--- src/rtl/i_decode_if.sv ---
// Decode-stage bus: IF/ID inputs, writeback port, flush, and the registered ID/EX outputs.
// master = surrounding pipeline (fetch/writeback/execute), slave = i_decode.
`ifndef WORD
`define WORD 32
`endif

interface i_decode_if;
    logic [`WORD-1:0] nPC_id;
    logic [`WORD-1:0] IR_id;
    logic             wb_RegWrite;
    logic [4:0]       wb_WriteReg;
    logic [`WORD-1:0] wb_WriteData;
    logic             flush;
    logic             stall;
    logic [`WORD-1:0] nPC_ex;
    logic [`WORD-1:0] rd1_ex;
    logic [`WORD-1:0] rd2_ex;
    logic [`WORD-1:0] imm_ex;
    logic [4:0]       rt_ex;
    logic [4:0]       rd_ex;
    logic             RegWrite_ex;
    logic             MemtoReg_ex;
    logic             Branch_ex;
    logic             MemRead_ex;
    logic             MemWrite_ex;
    logic             RegDst_ex;
    logic             ALUSrc_ex;
    logic [1:0]       ALUOp_ex;

    modport master (
        output nPC_id, IR_id, wb_RegWrite, wb_WriteReg, wb_WriteData, flush,
        input  stall, nPC_ex, rd1_ex, rd2_ex, imm_ex, rt_ex, rd_ex,
               RegWrite_ex, MemtoReg_ex, Branch_ex, MemRead_ex, MemWrite_ex,
               RegDst_ex, ALUSrc_ex, ALUOp_ex
    );

    modport slave (
        input  nPC_id, IR_id, wb_RegWrite, wb_WriteReg, wb_WriteData, flush,
        output stall, nPC_ex, rd1_ex, rd2_ex, imm_ex, rt_ex, rd_ex,
               RegWrite_ex, MemtoReg_ex, Branch_ex, MemRead_ex, MemWrite_ex,
               RegDst_ex, ALUSrc_ex, ALUOp_ex
    );
endinterface

--- src/rtl/i_decode.sv ---
// Instruction-decode stage: register file, immediate extension, control decode, load-use stall, ID/EX buffer.
// Optional REGFILE_BYPASS_EN: same-cycle writeback data is forwarded onto the register-file read ports.
`ifndef WORD
`define WORD 32
`endif

module i_decode #(
    parameter int unsigned NREG = 32
) (
    input  logic       clk,
    input  logic       reset,
    i_decode_if.slave  bus
);
    typedef enum logic [5:0] {
        OP_RTYPE = 6'b000000,
        OP_BEQ   = 6'b000100,
        OP_LW    = 6'b100011,
        OP_SW    = 6'b101011
    } opcode_e;

    typedef struct packed {
        logic       reg_write;
        logic       memto_reg;
        logic       branch;
        logic       mem_read;
        logic       mem_write;
        logic       reg_dst;
        logic       alu_src;
        logic [1:0] alu_op;
    } ctrl_t;

    logic [`WORD-1:0] r_rf [NREG];

    logic [5:0]       w_op;
    logic [4:0]       w_rs;
    logic [4:0]       w_rt;
    logic [4:0]       w_rd;
    logic [`WORD-1:0] w_imm;
    logic [`WORD-1:0] w_rd1;
    logic [`WORD-1:0] w_rd2;
    ctrl_t            w_ctrl;
    logic             w_uses_rt;
    logic             w_stall;

    logic [`WORD-1:0] r_nPC;
    logic [`WORD-1:0] r_rd1;
    logic [`WORD-1:0] r_rd2;
    logic [`WORD-1:0] r_imm;
    logic [4:0]       r_rt;
    logic [4:0]       r_rd;
    ctrl_t            r_ctrl;

    assign w_op  = bus.IR_id[31:26];
    assign w_rs  = bus.IR_id[25:21];
    assign w_rt  = bus.IR_id[20:16];
    assign w_rd  = bus.IR_id[15:11];
    assign w_imm = {{(`WORD-16){bus.IR_id[15]}}, bus.IR_id[15:0]};

    always_ff @(posedge clk) begin
        if (reset) begin
            for (int unsigned i = 0; i < NREG; i++) begin
                r_rf[i] <= '0;
            end
        end else if (bus.wb_RegWrite && bus.wb_WriteReg != 5'd0) begin
            r_rf[bus.wb_WriteReg] <= bus.wb_WriteData;
        end
    end

    always_comb begin
        w_rd1 = (w_rs == 5'd0) ? '0 : r_rf[w_rs];
        w_rd2 = (w_rt == 5'd0) ? '0 : r_rf[w_rt];
`ifdef REGFILE_BYPASS_EN
        if (bus.wb_RegWrite && bus.wb_WriteReg == w_rs && w_rs != 5'd0) begin
            w_rd1 = bus.wb_WriteData;
        end
        if (bus.wb_RegWrite && bus.wb_WriteReg == w_rt && w_rt != 5'd0) begin
            w_rd2 = bus.wb_WriteData;
        end
`endif
    end

    always_comb begin
        w_ctrl    = '0;
        w_uses_rt = 1'b0;
        case (w_op)
            OP_RTYPE: begin
                w_ctrl.reg_dst   = 1'b1;
                w_ctrl.reg_write = 1'b1;
                w_ctrl.alu_op    = 2'b10;
                w_uses_rt        = 1'b1;
            end
            OP_LW: begin
                w_ctrl.alu_src   = 1'b1;
                w_ctrl.memto_reg = 1'b1;
                w_ctrl.reg_write = 1'b1;
                w_ctrl.mem_read  = 1'b1;
            end
            OP_SW: begin
                w_ctrl.alu_src   = 1'b1;
                w_ctrl.mem_write = 1'b1;
                w_uses_rt        = 1'b1;
            end
            OP_BEQ: begin
                w_ctrl.branch    = 1'b1;
                w_ctrl.alu_op    = 2'b01;
                w_uses_rt        = 1'b1;
            end
            default: begin
                w_ctrl    = '0;
                w_uses_rt = 1'b0;
            end
        endcase
    end

    // A load in EX whose target feeds this instruction; the bubble it causes clears MemRead_ex and releases it.
    assign w_stall = !reset && r_ctrl.mem_read && (r_rt != 5'd0) &&
                     ((r_rt == w_rs) || (w_uses_rt && (r_rt == w_rt)));

    always_ff @(posedge clk) begin
        if (reset) begin
            r_nPC  <= '0;
            r_rd1  <= '0;
            r_rd2  <= '0;
            r_imm  <= '0;
            r_rt   <= '0;
            r_rd   <= '0;
            r_ctrl <= '0;
        end else begin
            r_nPC  <= bus.nPC_id;
            r_rd1  <= w_rd1;
            r_rd2  <= w_rd2;
            r_imm  <= w_imm;
            r_rt   <= w_rt;
            r_rd   <= w_rd;
            r_ctrl <= (bus.flush || w_stall) ? '0 : w_ctrl;
        end
    end

    assign bus.stall       = w_stall;
    assign bus.nPC_ex      = r_nPC;
    assign bus.rd1_ex      = r_rd1;
    assign bus.rd2_ex      = r_rd2;
    assign bus.imm_ex      = r_imm;
    assign bus.rt_ex       = r_rt;
    assign bus.rd_ex       = r_rd;
    assign bus.RegWrite_ex = r_ctrl.reg_write;
    assign bus.MemtoReg_ex = r_ctrl.memto_reg;
    assign bus.Branch_ex   = r_ctrl.branch;
    assign bus.MemRead_ex  = r_ctrl.mem_read;
    assign bus.MemWrite_ex = r_ctrl.mem_write;
    assign bus.RegDst_ex   = r_ctrl.reg_dst;
    assign bus.ALUSrc_ex   = r_ctrl.alu_src;
    assign bus.ALUOp_ex    = r_ctrl.alu_op;
endmodule

--- src/flat_wrapper.sv ---
// flat-port wrapper written by rule: the top's interface ports become plain ports
module i_decode_flat 
#(
    parameter int unsigned NREG = 32
)
  (clk, reset, bus_nPC_id, bus_IR_id, bus_wb_RegWrite, bus_wb_WriteReg, bus_wb_WriteData, bus_flush, bus_stall, bus_nPC_ex, bus_rd1_ex, bus_rd2_ex, bus_imm_ex, bus_rt_ex, bus_rd_ex, bus_RegWrite_ex, bus_MemtoReg_ex, bus_Branch_ex, bus_MemRead_ex, bus_MemWrite_ex, bus_RegDst_ex, bus_ALUSrc_ex, bus_ALUOp_ex);
  i_decode_if bus_i ();
  input  logic clk;
  input  logic reset;
  input wire logic [$bits(bus_i.nPC_id)-1:0] bus_nPC_id;
  input wire logic [$bits(bus_i.IR_id)-1:0] bus_IR_id;
  input wire logic [$bits(bus_i.wb_RegWrite)-1:0] bus_wb_RegWrite;
  input wire logic [$bits(bus_i.wb_WriteReg)-1:0] bus_wb_WriteReg;
  input wire logic [$bits(bus_i.wb_WriteData)-1:0] bus_wb_WriteData;
  input wire logic [$bits(bus_i.flush)-1:0] bus_flush;
  output wire logic [$bits(bus_i.stall)-1:0] bus_stall;
  output wire logic [$bits(bus_i.nPC_ex)-1:0] bus_nPC_ex;
  output wire logic [$bits(bus_i.rd1_ex)-1:0] bus_rd1_ex;
  output wire logic [$bits(bus_i.rd2_ex)-1:0] bus_rd2_ex;
  output wire logic [$bits(bus_i.imm_ex)-1:0] bus_imm_ex;
  output wire logic [$bits(bus_i.rt_ex)-1:0] bus_rt_ex;
  output wire logic [$bits(bus_i.rd_ex)-1:0] bus_rd_ex;
  output wire logic [$bits(bus_i.RegWrite_ex)-1:0] bus_RegWrite_ex;
  output wire logic [$bits(bus_i.MemtoReg_ex)-1:0] bus_MemtoReg_ex;
  output wire logic [$bits(bus_i.Branch_ex)-1:0] bus_Branch_ex;
  output wire logic [$bits(bus_i.MemRead_ex)-1:0] bus_MemRead_ex;
  output wire logic [$bits(bus_i.MemWrite_ex)-1:0] bus_MemWrite_ex;
  output wire logic [$bits(bus_i.RegDst_ex)-1:0] bus_RegDst_ex;
  output wire logic [$bits(bus_i.ALUSrc_ex)-1:0] bus_ALUSrc_ex;
  output wire logic [$bits(bus_i.ALUOp_ex)-1:0] bus_ALUOp_ex;
  assign bus_i.nPC_id = bus_nPC_id;
  assign bus_i.IR_id = bus_IR_id;
  assign bus_i.wb_RegWrite = bus_wb_RegWrite;
  assign bus_i.wb_WriteReg = bus_wb_WriteReg;
  assign bus_i.wb_WriteData = bus_wb_WriteData;
  assign bus_i.flush = bus_flush;
  assign bus_stall = bus_i.stall;
  assign bus_nPC_ex = bus_i.nPC_ex;
  assign bus_rd1_ex = bus_i.rd1_ex;
  assign bus_rd2_ex = bus_i.rd2_ex;
  assign bus_imm_ex = bus_i.imm_ex;
  assign bus_rt_ex = bus_i.rt_ex;
  assign bus_rd_ex = bus_i.rd_ex;
  assign bus_RegWrite_ex = bus_i.RegWrite_ex;
  assign bus_MemtoReg_ex = bus_i.MemtoReg_ex;
  assign bus_Branch_ex = bus_i.Branch_ex;
  assign bus_MemRead_ex = bus_i.MemRead_ex;
  assign bus_MemWrite_ex = bus_i.MemWrite_ex;
  assign bus_RegDst_ex = bus_i.RegDst_ex;
  assign bus_ALUSrc_ex = bus_i.ALUSrc_ex;
  assign bus_ALUOp_ex = bus_i.ALUOp_ex;
  i_decode #(.NREG(NREG)) u_core (.clk(clk), .reset(reset), .bus(bus_i));
endmodule
--- config.mk ---
export PLATFORM = sky130hd
export DESIGN_NAME = i_decode_flat
export DESIGN_NICKNAME = d
export VERILOG_FILES = /design/src/rtl/i_decode_if.sv /design/src/rtl/i_decode.sv /design/src/flat_wrapper.sv
export SDC_FILE = /design/constraint.sdc
export NUM_CORES = 2
export LEC_CHECK = 0
export BUFFER_PORTS_ARGS = -buffer_cell sky130_fd_sc_hd__buf_2
export CORE_MARGIN = 5
export CORE_UTILIZATION = 34
export CTS_CLUSTER_DIAMETER = 200
export DETAILED_ROUTE_END_ITERATION = 8
export PLACE_DENSITY = 0.51
export SKIP_CTS_REPAIR_TIMING = 1
export SLEW_MARGIN = 10
export SYNTH_ARGS = -nofsm -noshare
export SYNTH_HDL_FRONTEND = slang
export SYNTH_SLANG_ARGS = --single-unit
--- constraint.sdc ---
create_clock -name clk -period 5.1 [get_ports clk]
set_input_delay 0.255 -clock clk [delete_from_list [all_inputs] [get_ports clk]]
set_output_delay 0.255 -clock clk [all_outputs]
set_load 0.03 [all_outputs]
# == Yosys cells after proc, flatten, opt, wreduce, memory -nomap -nowiden ==
# Memories as Yosys holds them, arrays and structs flattened. A register that Yosys moved wholly into a read port is not among the register bits.
# Index checks and enable logic that the tools add are counted.
# classes
eq_ne,5
n_mux,16
reduce_logical,20
# op_table
operator,count
two-way mux 32 bit,1
OR reduction 32 bit,1
two-way mux 1 bit,13
== test 6 bit (second input constant),2
== test 5 bit,2
logical NOT 5 bit,2
nonzero test 5 bit,2
OR reduction 2 bit,5
== test 6 x 3 -> 1 bit (second input constant),1
logical NOT 6 bit,1
logical AND 1 bit,5
two-way mux 5 bit,1
one-hot mux 2 bit (2 select lines),1
OR reduction 3 bit,1
logical OR 1 bit,2
logical NOT 1 bit,1
# word_totals
mem_count,1
ramBits,1024
regBits,66
output_inout_bits,148
elab_cells,53
# mem_list
name,words,word_bits,read_ports,rd_ports_with_merged_regs,wr,line_no,source
u_core.r_rf,32,32,2,2,32,i_decode.sv:32,logic [`WORD-1:0] r_rf [NREG];

# == Depth between registers and ports, before layout ==
# depth
ltp_word,8
ltp_mapped,8

# == Worst setup path after synthesis ==
# OpenSTA, ideal clock, no wires.
# synth_timing
path_type,in2reg
from,input port reset
to,memory u_core.r_rf[12][0] in the netlist's numbering (enable)
path_buffers,4
arrival_ps,1763
t_required_ps,4725
path_slack_ps,2962
path_stages,5
path_cell_list,buf_2 clkbuf_1 clkbuf_1 clkbuf_1 or2_2
# synth_lines
item,line_no,source
start: declaration,flat_wrapper.sv:9,input logic reset;
end: declaration,i_decode.sv:32,

==> flow_summary.yaml <==
finish:
  drive_above_1_share_pct: 24.2
  mostFrequentLayoutCell: "edfxtp_1"
  area_delta_synth_final_pct: 14.9
  post-route-cell-area_mm2: 0.0668
  utilization_pct: 39.4
  fillers: 15600
  nNetsFinal: 4531
  layout_common_cells: "edfxtp_1, and2_1, mux2i_1"
clock_network:
  cts-buffers-inserted: 130
  cts-root-buf: "clkbuf_16"
  cts_tree: "built"
  clk_path_buf_depth: 3
  clk_latency_ns: 0.80
  cts.htree.levels: 4
  path_clk_slew_ns: 0.06
  cts.sinks: 1148
worst_setup_path:
  r2r_start: "u_core.bus.rt_ex[0]$_SDFF_PP0_"
  cpPeakStageDelay_ns: 0.92
  cp-start-kind: "primary input"
  r2r_cells: 5
  critPathTopFamily: "simple AND/OR/NAND/NOR gates"
  setup.worst_path.start: "reset"
  r2r_slack_ns: 2.51
  path_buf_inv: 3
  critPathMaxFanout: 42
  cp.arrival_ns: 3.88
  crit_type: "primary input to register"
  crit_chain: "dlygate4sd3_1, buf_6, nor2b_1, nand2_1, nor2_2, buf_4, or2_2"
  cp_slowest_cell: "or2_2"
  cp_num_cells: 7
  required_ns: 5.50
  crit_path_end_kind: "register"
logic_synthesis:
  synth_seq_cells: 1148
  ys_warn_count: 0
  ys_seq_area_share_pct: 57.2
  synthFlopType: "edfxtp_1"
  synth_cell_type_count: 53
  synth-edff-count: 1024
  async_flop_share_pct: 0
  syn_avg_cell_area_um2: 13.6
  syn_inst: 4274
  syn_area_mm2: 0.0581
placement:
  dp_hpwl_um: 134000
  globalplace.congestion: 0.892
  port-buffer-count: 252
  placed_cell_area_mm2: 0.0615
global_route:
  antenna_found_initial: 28
  grt_pass1_wl_um: 290000
  grt_pass1_vias: 36900
  gr-total-overflow: 0
  gr-usage-all-layers_pct: 22.7
  grt_start_max_net_pins: 91
pwr:
  powerDensity_mw_per_mm2: 350
  leakagePower_nw: 23.9
  power_mw: 23.3
  vdd_ir_drop_max_uv: 280
drt:
  drt_iter0_drc: 4246
  wl_met1_um: 86500
  detail-route-antenna-nets: 0
  drt_first_pass_iters: 5
  vias: 37600
  wl_met2_um: 99600
  routed_via_density: 5.56
  drc: 0
  drt-wirelength-per-cell_um: 31.0
  drt_wl_total_um: 210000
  dr_wl_met3_um: 16700
  top_layer: "met5"
sta:
  fin_crit_sh_pct: 68.2
  finalHoldViolations: 0
  layout_min_cycle_time_ns: 3.48
  rsz0062_at_grt: "false"
  setup_tns_ns: 0
  slew_viol_final: 0
  maxSlewHeadroom_pct: 19.1
  finalClockSkew_ns: 0.0264
  tightest_slew_ns: 1.21
  max_freq_mhz: 287
  setup_viol: 0
hold_path:
  holdPathStages: 2
  hold_start: "bus_IR_id[17]"
  hold_path.class: "primary input to register"
floorplanning:
  start_util_pct: 34.3
  dieArea_mm2: 0.179
  io_pins: 253
  die_w_um: 423
  die_h_um: 423
  core_mm2: 0.170
  rows: 151
run:
  drv_cap: 0
outcome:
  status: "finished clean"
state kept, by name, indices dropped and copies added, names as in the netlist, 2 cells and up:
name                 cells
u_core.bus.ALUOp_ex      2
u_core.bus.imm_ex       12
u_core.bus.nPC_ex       32
u_core.bus.rd1_ex       32
u_core.bus.rd2_ex       32
u_core.bus.rd_ex         4
u_core.bus.rt_ex         5
u_core.r_rf           1024
final timing paths:
| path | to |
|---|---|
| max | u_core.r_rf[28][7]$_SDFFCE_PN0P_ |
| min | u_core.bus.rt_ex[1]$_SDFF_PP0_ |
| max reg2reg | u_core.bus.ALUOp_ex[1]$_SDFF_PP0_ |
| min reg2reg | u_core.bus.rd1_ex[6]$_SDFF_PP0_ |
synth_stat cells (65+ instances only):
library cell	number	area, um^2
o22ai_1	65	407
nand3_1	68	340
and2_1	994	6220
o21ai_0	65	325
dfxtp_1	124	2480
buf_2	110	551
mux4_2	254	5720
edfxtp_1	1024	30700
a22oi_1	160	1200
a211oi_1	65	488
mux2i_1	256	2560
nor2b_1	123	769
clkbuf_1	288	1080
mux2_2	195	2200
kinds of logic after synthesis:
group | Yosys count | synth area share, %
DFF | 1148 | 57.2
other | 1 | 0.00645
AOI/OAI and AO/OA | 457 | 5.37
muxes | 705 | 18.0
and+or+nand+nor | 1496 | 15.8
buffers and inverters | 457 | 3.52
xor gates and xnor gates | 10 | 0.151
layer usage:
layer	GRT usage (%)	vias to the layer above
li1	-	16300
met1	29.9	19500
met2	36.9	1480
met3	5.33	290
met4	7.83	6
met5	0	-
layout make-up:
type / count / area [um^2] / area share [%]
flip-flops and latches: 1148 / 33200 / 49.8
multi-input cells: 2700 / 23300 / 34.8
clock buffers: 178 / 3600 / 5.38
repair buffers: 445 / 3080 / 4.61
well taps: 2218 / 2780 / 4.16
clock inverters: 58 / 783 / 1.17
diodes: 20 / 50.0 / 0.0749
inverters: 1 / 3.75 / 0.00562
power breakdown:
| group | total (mW) | internal [mW] | switching, mW |
|---|---|---|---|
| registers | 11.1 | 10.8 | 0.339 |
| clock network | 9.72 | 5.66 | 4.06 |
| logic | 2.50 | 0.923 | 1.58 |
metrics by stage:
step | hold WS [ns] | worst slack [ns] | cells
6_report | 0.119 | 1.62 | 6768
4_1_cts | -0.385 | 2.19 | 6662
3_5_place_dp | 0.468 | 1.37 | 6426
3_3_place_gp | 0.462 | 1.45 | 6426
2_1_floorplan | 0.332 | 2.96 | 4305
5_1_grt | 0.0719 | 1.51 | 6752
Power figures use the tool's default switching activity.
